`config.mk`:
```
export PLATFORM = sky130hd
export DESIGN_NAME = dp_ram_access_ctrl_flat
export DESIGN_NICKNAME = d
export VERILOG_FILES = /design/src/rtl/dp_ram_pkg.sv /design/src/rtl/dp_ram_access_ctrl_if.sv /design/src/rtl/dp_ram_init_seq.sv /design/src/rtl/dp_ram_access_ctrl.sv /design/src/flat_wrapper.sv
export SDC_FILE = /design/constraint.sdc
export NUM_CORES = 1
export LEC_CHECK = 0
export ABC_AREA = 1
export CAP_MARGIN = 15
export CORE_AREA = 2 2 213 215
export DETAILED_ROUTE_END_ITERATION = 12
export DIE_AREA = 0 0 215 217
export PLACE_DENSITY = 0.4
export SETUP_SLACK_MARGIN = 0.1
export SLEW_MARGIN = 20
export SYNTH_ARGS = -nofsm -noshare
export SYNTH_HDL_FRONTEND = slang
export SYNTH_HIERARCHICAL = 1
export SYNTH_SLANG_ARGS = --single-unit
```
`constraint.sdc`:
```
create_clock -name clk -period 2.5 [get_ports clk]
set_clock_uncertainty 0.1 [all_clocks]
set_input_delay 0.625 -clock clk [delete_from_list [all_inputs] [get_ports clk]]
set_output_delay 0.625 -clock clk [all_outputs]
set_load 0.03 [all_outputs]
```
`src/rtl/dp_ram_pkg.sv`:
```
// Shared types and defaults for the dual-port RAM access controller.
// Optional build macro: DP_RAM_COLL_CNT_EN (collision stall counter).
package dp_ram_pkg;

  localparam int AW = 6;
  localparam int DW = 64;
  localparam int STARVE_LIMIT = 4;
  localparam logic [DW-1:0] INIT_VALUE = '0;

  typedef enum logic {
    INIT,
    RUN
  } state_t;

  typedef struct packed {
    logic          we;
    logic [AW-1:0] addr;
    logic [DW-1:0] wdata;
  } dp_req_t;

  // Two writes to the same word in one cycle
  function automatic logic is_coll(
    input logic    va,
    input logic    vb,
    input dp_req_t a,
    input dp_req_t b
  );
    return va & vb & a.we & b.we & (a.addr == b.addr);
  endfunction

endpackage

```
`src/rtl/dp_ram_access_ctrl_if.sv`:
```
// Request/response channels A and B of the RAM access controller.
// Optional build macro: DP_RAM_COLL_CNT_EN (no effect on this interface).
interface dp_ram_access_ctrl_if;
  import dp_ram_pkg::*;

  logic          req_a_valid;
  logic          req_a_ready;
  logic          req_a_we;
  logic [AW-1:0] req_a_addr;
  logic [DW-1:0] req_a_wdata;
  logic          rsp_a_valid;
  logic [DW-1:0] rsp_a_rdata;

  logic          req_b_valid;
  logic          req_b_ready;
  logic          req_b_we;
  logic [AW-1:0] req_b_addr;
  logic [DW-1:0] req_b_wdata;
  logic          rsp_b_valid;
  logic [DW-1:0] rsp_b_rdata;

  modport master (
    output req_a_valid, req_a_we,
    output req_a_addr, req_a_wdata,
    input  req_a_ready,
    input  rsp_a_valid, rsp_a_rdata,
    output req_b_valid, req_b_we,
    output req_b_addr, req_b_wdata,
    input  req_b_ready,
    input  rsp_b_valid, rsp_b_rdata
  );

  modport slave (
    input  req_a_valid, req_a_we,
    input  req_a_addr, req_a_wdata,
    output req_a_ready,
    output rsp_a_valid, rsp_a_rdata,
    input  req_b_valid, req_b_we,
    input  req_b_addr, req_b_wdata,
    output req_b_ready,
    output rsp_b_valid, rsp_b_rdata
  );

endinterface

```
`src/rtl/dp_ram_init_seq.sv`:
```
// Post-reset zero-fill sweep: two words per cycle, 32 cycles.
// Optional build macro: DP_RAM_COLL_CNT_EN (no effect on this module).
module dp_ram_init_seq
  import dp_ram_pkg::*;
(
  input  logic          clk,
  input  logic          rst_n,
  input  logic          en,
  output logic          drive,
  output logic [AW-1:0] addr_a,
  output logic [AW-1:0] addr_b,
  output logic          last,
  output logic          done
);

  logic [AW-2:0] k;

  // Port A takes the even word, port B the odd one.
  // Gated by rst_n so the RAM sees no writes while reset is held.
  assign drive  = en & rst_n;
  assign addr_a = {k, 1'b0};
  assign addr_b = {k, 1'b1};
  assign last   = en & (k == '1);

  // Sweep counter and sticky completion flag
  always_ff @(posedge clk or negedge rst_n) begin
    if (!rst_n) begin
      k    <= '0;
      done <= 1'b0;
    end else if (en) begin
      k <= k + 1'b1;
      if (last) done <= 1'b1;
    end
  end

endmodule

```
`src/rtl/dp_ram_access_ctrl.sv`:
```
// Two-channel initiator for a 64x64 dual-port RAM with async read.
// Optional build macro: DP_RAM_COLL_CNT_EN adds the coll_cnt output.
module dp_ram_access_ctrl #(
  parameter int AW = dp_ram_pkg::AW,
  parameter int DW = dp_ram_pkg::DW,
  parameter logic [DW-1:0] INIT_VALUE = dp_ram_pkg::INIT_VALUE,
  parameter int STARVE_LIMIT = dp_ram_pkg::STARVE_LIMIT
) (
  input  logic          clk,
  input  logic          rst_n,
  dp_ram_access_ctrl_if.slave bus,
  output logic          init_done,
  output logic [1:0]    ram_rw,
  output logic [AW-1:0] ram_addr_a,
  output logic [AW-1:0] ram_addr_b,
  output logic [DW-1:0] ram_din_a,
  output logic [DW-1:0] ram_din_b,
  input  logic [DW-1:0] ram_dout_a,
  input  logic [DW-1:0] ram_dout_b
`ifdef DP_RAM_COLL_CNT_EN
  ,
  output logic [15:0]   coll_cnt
`endif
);
  import dp_ram_pkg::*;

  localparam int SW = $clog2(STARVE_LIMIT + 1);

  state_t        state;
  dp_req_t       ra;
  dp_req_t       rb;
  logic          run;
  logic          coll;
  logic          starve_hit;
  logic          rdy_a;
  logic          rdy_b;
  logic          acc_a;
  logic          acc_b;
  logic [SW-1:0] starve_cnt;

  logic          init_drive;
  logic          init_last;
  logic [AW-1:0] init_addr_a;
  logic [AW-1:0] init_addr_b;

  logic          rsp_a_v;
  logic          rsp_b_v;
  logic [DW-1:0] rsp_a_d;
  logic [DW-1:0] rsp_b_d;

  dp_ram_init_seq u_init (
    .clk    (clk),
    .rst_n  (rst_n),
    .en     (state == INIT),
    .drive  (init_drive),
    .addr_a (init_addr_a),
    .addr_b (init_addr_b),
    .last   (init_last),
    .done   (init_done)
  );

  assign ra = '{
    we:    bus.req_a_we,
    addr:  bus.req_a_addr,
    wdata: bus.req_a_wdata
  };
  assign rb = '{
    we:    bus.req_b_we,
    addr:  bus.req_b_addr,
    wdata: bus.req_b_wdata
  };

  // Collisions favour A until B has been starved STARVE_LIMIT times.
  assign run  = (state == RUN);
  assign coll = run & is_coll(bus.req_a_valid, bus.req_b_valid, ra, rb);
  assign starve_hit = (starve_cnt == SW'(STARVE_LIMIT));
  assign rdy_a = run & ~(coll & starve_hit);
  assign rdy_b = run & ~(coll & ~starve_hit);
  assign acc_a = bus.req_a_valid & rdy_a;
  assign acc_b = bus.req_b_valid & rdy_b;

  assign bus.req_a_ready = rdy_a;
  assign bus.req_b_ready = rdy_b;
  assign bus.rsp_a_valid = rsp_a_v;
  assign bus.rsp_b_valid = rsp_b_v;
  assign bus.rsp_a_rdata = rsp_a_d;
  assign bus.rsp_b_rdata = rsp_b_d;

  // RAM port drive: sweep in INIT, pass-through of requests in RUN
  always_comb begin
    ram_rw     = 2'b00;
    ram_addr_a = ra.addr;
    ram_addr_b = rb.addr;
    ram_din_a  = ra.wdata;
    ram_din_b  = rb.wdata;
    unique case (1'b1)
      init_drive: begin
        ram_rw     = 2'b11;
        ram_addr_a = init_addr_a;
        ram_addr_b = init_addr_b;
        ram_din_a  = INIT_VALUE;
        ram_din_b  = INIT_VALUE;
      end
      run: begin
        ram_rw = {acc_b & rb.we, acc_a & ra.we};
      end
      default: begin
      end
    endcase
  end

  // Controller FSM: sweep once after reset, then serve requests
  always_ff @(posedge clk or negedge rst_n) begin
    if (!rst_n) begin
      state <= INIT;
    end else begin
      case (state)
        INIT:    if (init_last) state <= RUN;
        RUN:     state <= RUN;
        default: state <= INIT;
      endcase
    end
  end

  // Count consecutive B stalls; any B acceptance clears it
  always_ff @(posedge clk or negedge rst_n) begin
    if (!rst_n) begin
      starve_cnt <= '0;
    end else if (!run || acc_b) begin
      starve_cnt <= '0;
    end else if (coll && !starve_hit) begin
      starve_cnt <= starve_cnt + 1'b1;
    end
  end

  // Read responses: capture async RAM data at the accept edge
  always_ff @(posedge clk or negedge rst_n) begin
    if (!rst_n) begin
      rsp_a_v <= 1'b0;
      rsp_b_v <= 1'b0;
      rsp_a_d <= '0;
      rsp_b_d <= '0;
    end else begin
      rsp_a_v <= acc_a & ~ra.we;
      rsp_b_v <= acc_b & ~rb.we;
      if (acc_a && !ra.we) rsp_a_d <= ram_dout_a;
      if (acc_b && !rb.we) rsp_b_d <= ram_dout_b;
    end
  end

`ifdef DP_RAM_COLL_CNT_EN
  // Saturating count of collision stall cycles on either port
  always_ff @(posedge clk or negedge rst_n) begin
    if (!rst_n) begin
      coll_cnt <= '0;
    end else if (coll && coll_cnt != 16'hFFFF) begin
      coll_cnt <= coll_cnt + 16'd1;
    end
  end
`endif

endmodule

```
`src/flat_wrapper.sv`:
```
// flat-port wrapper written by rule: the top's interface ports become plain ports
module dp_ram_access_ctrl_flat import dp_ram_pkg::*;
#(
  parameter int AW = dp_ram_pkg::AW,
  parameter int DW = dp_ram_pkg::DW,
  parameter logic [DW-1:0] INIT_VALUE = dp_ram_pkg::INIT_VALUE,
  parameter int STARVE_LIMIT = dp_ram_pkg::STARVE_LIMIT
)
  (clk, rst_n, init_done, ram_rw, ram_addr_a, ram_addr_b, ram_din_a, ram_din_b, ram_dout_a, ram_dout_b, bus_req_a_valid, bus_req_a_we, bus_req_a_addr, bus_req_a_wdata, bus_req_a_ready, bus_rsp_a_valid, bus_rsp_a_rdata, bus_req_b_valid, bus_req_b_we, bus_req_b_addr, bus_req_b_wdata, bus_req_b_ready, bus_rsp_b_valid, bus_rsp_b_rdata);
  dp_ram_access_ctrl_if bus_i ();
  input  logic clk;
  input  logic rst_n;
  output logic init_done;
  output logic [1:0] ram_rw;
  output logic [AW-1:0] ram_addr_a;
  output logic [AW-1:0] ram_addr_b;
  output logic [DW-1:0] ram_din_a;
  output logic [DW-1:0] ram_din_b;
  input  logic [DW-1:0] ram_dout_a;
  input  logic [DW-1:0] ram_dout_b;
  input wire logic [$bits(bus_i.req_a_valid)-1:0] bus_req_a_valid;
  input wire logic [$bits(bus_i.req_a_we)-1:0] bus_req_a_we;
  input wire logic [$bits(bus_i.req_a_addr)-1:0] bus_req_a_addr;
  input wire logic [$bits(bus_i.req_a_wdata)-1:0] bus_req_a_wdata;
  output wire logic [$bits(bus_i.req_a_ready)-1:0] bus_req_a_ready;
  output wire logic [$bits(bus_i.rsp_a_valid)-1:0] bus_rsp_a_valid;
  output wire logic [$bits(bus_i.rsp_a_rdata)-1:0] bus_rsp_a_rdata;
  input wire logic [$bits(bus_i.req_b_valid)-1:0] bus_req_b_valid;
  input wire logic [$bits(bus_i.req_b_we)-1:0] bus_req_b_we;
  input wire logic [$bits(bus_i.req_b_addr)-1:0] bus_req_b_addr;
  input wire logic [$bits(bus_i.req_b_wdata)-1:0] bus_req_b_wdata;
  output wire logic [$bits(bus_i.req_b_ready)-1:0] bus_req_b_ready;
  output wire logic [$bits(bus_i.rsp_b_valid)-1:0] bus_rsp_b_valid;
  output wire logic [$bits(bus_i.rsp_b_rdata)-1:0] bus_rsp_b_rdata;
  assign bus_i.req_a_valid = bus_req_a_valid;
  assign bus_i.req_a_we = bus_req_a_we;
  assign bus_i.req_a_addr = bus_req_a_addr;
  assign bus_i.req_a_wdata = bus_req_a_wdata;
  assign bus_req_a_ready = bus_i.req_a_ready;
  assign bus_rsp_a_valid = bus_i.rsp_a_valid;
  assign bus_rsp_a_rdata = bus_i.rsp_a_rdata;
  assign bus_i.req_b_valid = bus_req_b_valid;
  assign bus_i.req_b_we = bus_req_b_we;
  assign bus_i.req_b_addr = bus_req_b_addr;
  assign bus_i.req_b_wdata = bus_req_b_wdata;
  assign bus_req_b_ready = bus_i.req_b_ready;
  assign bus_rsp_b_valid = bus_i.rsp_b_valid;
  assign bus_rsp_b_rdata = bus_i.rsp_b_rdata;
  dp_ram_access_ctrl #(.AW(AW), .DW(DW), .INIT_VALUE(INIT_VALUE), .STARVE_LIMIT(STARVE_LIMIT)) u_core (.clk(clk), .rst_n(rst_n), .bus(bus_i), .init_done(init_done), .ram_rw(ram_rw), .ram_addr_a(ram_addr_a), .ram_addr_b(ram_addr_b), .ram_din_a(ram_din_a), .ram_din_b(ram_din_b), .ram_dout_a(ram_dout_a), .ram_dout_b(ram_dout_b));
endmodule
```
# == After elaboration in Yosys (flattened, before gate mapping) ==
# Index checks and enable logic that the tools add are counted.
# classes
n_addsub,2
eq_ne,3
muxes,9
bitwise,23
n_reduce_logical,10
# ops
op,n
$mux 64,2
$and 1x1->1,17
$mux 6,2
$eq 6x6->1,1
$mux 3,2
$not 1->1,6
$add 5x1->5 const B,1
$eq 5x5->1 const B,1
$logic_not 1->1,4
$pmux 2 s2,1
$add 3x1->3 const B,1
$eq 3x3->1 const B,1
$logic_and 1x1->1,3
$pmux 1 s2,1
$reduce_and 2->1,1
$reduce_bool 2->1,1
$logic_or 1x1->1,1
$mux 1,1
# totals
reg_bits,140
input_bits,274
out_inout_bits,275
wordCells,55

# == Logic depth before layout (Yosys ltp) ==
# logic_depth
word_depth,11
ltp_mapped,13
depth_no_buf,11

# == Modules after synthesis ==
# The synthesis kept the hierarchy.
# modules_own_cells
module,n_inst,cells_each,area_each_um2,seq_area_each_um2
dp_ram_access_ctrl,1,917,6555.0,3353.2
dp_ram_init_seq,1,41,361.6,150.1

# == Least setup slack after synthesis ==
# Ideal clock, no wire load.
# synth_path
path_type,register to output
startpoint,register u_core.state (netlist: u_core/run)
endpoint,output port ram_addr_a[5]
arrival_ps,1780
t_required_ps,1775
slack_ps,-5
path_stages_with_launch,9
path_buffers,4
cell_sequence,dfrtp_1 buf_4 inv_1 buf_6 nand2_1 inv_1 clkbuf_1 clkbuf_1 o21ai_0
# synth_via
elab_chain_cells,3
# synth_rtl
element,line_no,rtl
from (decl),dp_ram_access_ctrl.sv:29,state_t state;
from (signal assigned),dp_ram_access_ctrl.sv:115,state <= INIT;
from (signal assigned),dp_ram_access_ctrl.sv:118,INIT: if (init_last) state <= RUN;
from (signal assigned),dp_ram_access_ctrl.sv:119,RUN: state <= RUN;
$not 1->1,dp_ram_access_ctrl.sv:54,".en (state == INIT),"
$and 1x1->1,dp_ram_init_seq.sv:20,assign drive = en & rst_n;
via u_core.init_drive,dp_ram_access_ctrl.sv:41,logic init_drive;
$mux 6,dp_ram_access_ctrl.sv:96,unique case (1'b1)
to (decl),flat_wrapper.sv:15,output logic [AW-1:0] ram_addr_a;
# The timed path passes the listed nets, and every way through them passes these cells.

# == Final worst setup path ==
# layout_path
startpoint,register u_core.state (netlist: u_core/run)
endpoint,output port ram_din_b[9]
# layout_via
elab_chain_cells,3
# layout_rtl
element,line_no,rtl
$not 1->1,dp_ram_access_ctrl.sv:54,
$and 1x1->1,dp_ram_init_seq.sv:20,
via u_core.init_drive,dp_ram_access_ctrl.sv:41,
$mux 64,dp_ram_access_ctrl.sv:96,
to (decl),flat_wrapper.sv:18,output logic [DW-1:0] ram_din_b;
# The timed path passes the listed nets, and every way through them passes these cells.

==> summary.txt <==
Final layout
  • Number of nets in the final layout: 1844
  • Share of cells above drive strength 1: 26.87%
  • Fillers: 4722
  • Antenna diodes: 0
  • Synthesis-to-layout area growth: 124.3%
  • Area of all placed cells without fillers: 15520 um^2

Clock network
  • Number of sinks handled by clock tree synthesis: 140
  • Hold buffers post-CTS: 0
  • Root cell of the clock tree: sky130_fd_sc_hd__clkbuf_16
  • Latest clock arrival within the worst-skew pair: 0.44 ns
  • Clk slew on worst S/H paths: 0.06 ns
  • Inserted Clock Buffers: 17
  • Buffer levels on the longest clock path: 2
  • H-tree depth reported by CTS: 4
  • CTS tree: done

Yosys
  • Post-synth net total: 1236
  • Synthesized-area fraction occupied by adder cells: 0.7236%
  • Most used DFF post-synth: sky130_fd_sc_hd__dfrtp_1
  • Area of the mapped netlist: 6917 um^2
  • Complex-gate fraction of the synthesized area: 1.447%
  • Combinational family with the most area after synthesis: simple AND/OR/NAND/NOR gates
  • Synthesized netlist cell count: 958
  • Warnings, synthesis: 6
  • Sequential-to-total area share from yosys stat: 50.65%
  • Average size of a mapped cell: 7.220 um^2
  • Number of enable flip-flop cells after synthesis: 0
  • Number of library cell types mapped by synthesis: 26
  • Area share of xor/xnor cells in the synthesized design: 0.3799%
  • Basic-gate share of the synthesized area counting and, or, nand and nor cells: 32.58%
  • Flip-flop and latch count after synthesis: 140
  • Multiplexer area fraction after synthesis: 0%
  • Fraction of synthesis flops using an asynchronous set or reset pin: 100.0%

Timing
  • Final Hold Vio Count: 0
  • Clock period minus worst slack: 2.513 ns
  • Final count of pins violating max slew: 0
  • Achievable clock frequency: 0.3979 GHz
  • Final total negative setup slack: -0.03884 ns
  • Setup violators final: 6
  • Minimum setup slack in the final design: -0.01312 ns
  • Worst-Margin Slew: 0.6673 ns
  • Max transition margin: 55.51%
  • Share of the clock period used by the worst path: 100.5%
  • RSZ-0062 raised after global routing: true

Power and ir drop
  • Combinational share of power: 34.6%
  • Power consumption: 8.110 mW
  • Worst VDD drop: 0.0004706 V
  • Static Leak: 7.734 nW
  • Proportion of total power due to net switching: 33.57%
  • Proportion of power drawn by flip-flops and latches: 32.8%
  • Internal power component: 5.387 mW
  • Power density over the cells: 522.6 nW/um^2
  • Reported net switching power: 2.723 mW
  • Share of power burned in the clock network: 32.5%

Critical path
  • Capturing element type of the critical path: output port
  • Sort of element at the start of the critical path: flop
  • Arrival time reported for the critical path endpoint: 1.79 ns
  • Critical path required time: 1.77 ns
  • Largest fanout of any net on the critical path: 7
  • Type of the worst setup path: reg -> out

Min path
  • Hold/Removal Path Class: in -> async

Placement
  • Placed standard-cell area: 13120 um^2
  • Count of buffers from port buffering: 548
  • DPL Wire Length: 26490 um
  • Final weighted congestion in routability-driven placement: 0.7847

Run status
  • Run status: finished with violations
  • Violations in the final reports: setup timing

Routing
  • Number of design-rule violations left by the first detailed-router iteration: 489
  • Number of vias after detailed routing: 7895
  • Post-DR wirelength/cell: 16.35 um
  • Post-route DRC violation count: 0
  • Drt first pass iters: 4
  • Overall routed net length: 35610 um
  • Detail Route Antenna Nets: 0
  • Number of vias per cell: 3.625

Floorplan
  • Width of the chip: 215 um
  • Area of the die: 46660 um^2
  • I/O pin total: 549
  • Placement Rows: 78
  • Initial Util: 15.47%
  • Area inside the core boundary: 44700 um^2
  • Die H: 217 um

Global routing
  • Largest net degree at the start of global routing: 95
  • Total routing usage reported by global routing: 14.39%
  • Global-route wire length before repair: 50410 um
  • GRT overflow: 0
  • Via count of the first global-routing pass: 8113
  • Initial antenna violation count: 0

Flow run
  • Max cap viols: 0
## worst max-delay path, cell delays in order, from the launching register on
cell and delay, ns:
sky130_fd_sc_hd__dfrtp_1 0.38, sky130_fd_sc_hd__inv_2 0.07, sky130_fd_sc_hd__nand2_4 0.10, sky130_fd_sc_hd__clkinv_8 0.09
sky130_fd_sc_hd__buf_4 0.15, sky130_fd_sc_hd__buf_12 0.13, sky130_fd_sc_hd__buf_16 0.13, sky130_fd_sc_hd__nor2_1 0.11
sky130_fd_sc_hd__buf_4 0.18
## power groups by stage
stage / combinational, mW / clock [mW] / sequential [mW]
after floorplan: 0.657 / 0 / 3.23
after global placement: 2.65 / 0 / 2.70
after detailed placement: 2.65 / 0 / 2.70
after CTS: 2.68 / 2.75 / 2.67
after global routing: 2.98 / 2.83 / 2.70
final: 2.81 / 2.64 / 2.66
## cells by family (layout without fill, tap and decap cells)
logic type,after synthesis,after routing
flops,140,140
xor+xnor,3,3
other cells,2,2
fa+ha+maj,4,4
compound gates,20,20
simple gates,577,577
buf+inv,212,832
## per-layer routing
metal	vias to the layer above	track usage, %	share of wire (%)
li1	3963	-	-
met2	306	27.10	53
met3	26	4.654	7.3
met4	0	3.839	1.4
met1	3600	15.40	38
met5	-	0	0
## metrics by stage
step,std cells,utilization [%],hold WS (ns),worst slack [ns]
detailed placement,2100,29.35,0.3636,-0.3745
floorplan,958,-,0.2294,-0.004681
CTS,2164,32.23,0.2410,-0.03789
global route,2178,34.72,0.2791,-0.08879
global placement,2100,29.35,0.3610,-0.3666
finish,2178,34.72,0.2295,-0.01312
## area by class of cell
cell class                      instances  area [um^2]  area share (%)
Multi-Input combinational cell        606         3257           20.99
Tap cell                              600        750.7           4.838
Inverter                              160        616.8           3.975
Timing Repair Buffer                  641         6794           43.78
Sequential cell                       140         3503           22.58
Clock buffer                           18        429.2           2.766
Clock inverter                         13        166.4           1.072
## registers in the layout, summed over array words and instances (netlist names)
| name | count |
|---|---|
| u_core/bus.rsp_b_valid | 1 |
| u_core/starve_cnt | 3 |
| u_core/u_init/done | 1 |
| u_core/u_init/k | 5 |
| u_core/bus.rsp_a_valid | 1 |
| u_core/bus.rsp_a_rdata | 64 |
| u_core/run | 1 |
| u_core/bus.rsp_b_rdata | 64 |
## final timing paths
kind / endpoint / cells past startpoint / slack (ns) / startpoint
worst min-delay path: u_core/run$_DFF_PN0_ / 2 / 0.23 / rst_n
worst max-delay path: ram_din_b[9] / 8 / -0.01 / u_core/run$_DFF_PN0_
worst min register to register: u_core/bus.rsp_a_rdata[42]$_DFFE_PN0P_ / 2 / 0.37 / u_core/bus.rsp_a_rdata[42]$_DFFE_PN0P_
max in group asynchronous: u_core/bus.rsp_a_rdata[17]$_DFFE_PN0P_ / 3 / 1.08 / rst_n
min in group clk: u_core/bus.rsp_a_rdata[42]$_DFFE_PN0P_ / 2 / 0.37 / u_core/bus.rsp_a_rdata[42]$_DFFE_PN0P_
worst max register to register: u_core/bus.rsp_b_rdata[58]$_DFFE_PN0P_ / 16 / 0.23 / u_core/run$_DFF_PN0_
## Yosys cell counts, types with 3 or more instances
master,instances,area (um^2)
sky130_fd_sc_hd__o21ai_0,17,85.08
sky130_fd_sc_hd__nand3_2,4,40.04
sky130_fd_sc_hd__inv_1,158,593.1
sky130_fd_sc_hd__nand2_1,429,1610
sky130_fd_sc_hd__dfrtp_1,140,3503
sky130_fd_sc_hd__buf_2,6,30.03
sky130_fd_sc_hd__o21ai_1,3,15.01
sky130_fd_sc_hd__buf_4,12,90.09
sky130_fd_sc_hd__ha_1,4,50.05
sky130_fd_sc_hd__buf_6,17,191.4
sky130_fd_sc_hd__nor2_1,132,495.5
sky130_fd_sc_hd__clkbuf_1,17,63.81
## layout by cell type (no fill, tap or decap), types with 5 or more instances in the layout
cell,Yosys,routed
sky130_fd_sc_hd__buf_12,0,22
sky130_fd_sc_hd__buf_16,0,5
sky130_fd_sc_hd__buf_2,6,5
sky130_fd_sc_hd__buf_4,12,89
sky130_fd_sc_hd__buf_6,17,102
sky130_fd_sc_hd__clkbuf_16,0,27
sky130_fd_sc_hd__clkdlybuf4s50_1,0,386
sky130_fd_sc_hd__dfrtp_1,140,140
sky130_fd_sc_hd__dlygate4sd2_1,0,16
sky130_fd_sc_hd__inv_1,158,147
sky130_fd_sc_hd__inv_2,2,11
sky130_fd_sc_hd__nand2_1,429,402
sky130_fd_sc_hd__nand2_2,1,20
sky130_fd_sc_hd__nand2_4,1,9
sky130_fd_sc_hd__nand3_4,1,5
sky130_fd_sc_hd__nor2_1,132,42
sky130_fd_sc_hd__nor2_2,2,23
sky130_fd_sc_hd__nor2_4,1,70
sky130_fd_sc_hd__o21ai_2,0,5
sky130_fd_sc_hd__o21ai_4,0,7
## timing repair
item,CTS,global route
endpoints found under the setup margin,123,163
cloned,5,12
buffers inserted,28,9
pin swaps,27,37
resized for setup,379,314
(Power assumes the default switching activity.)
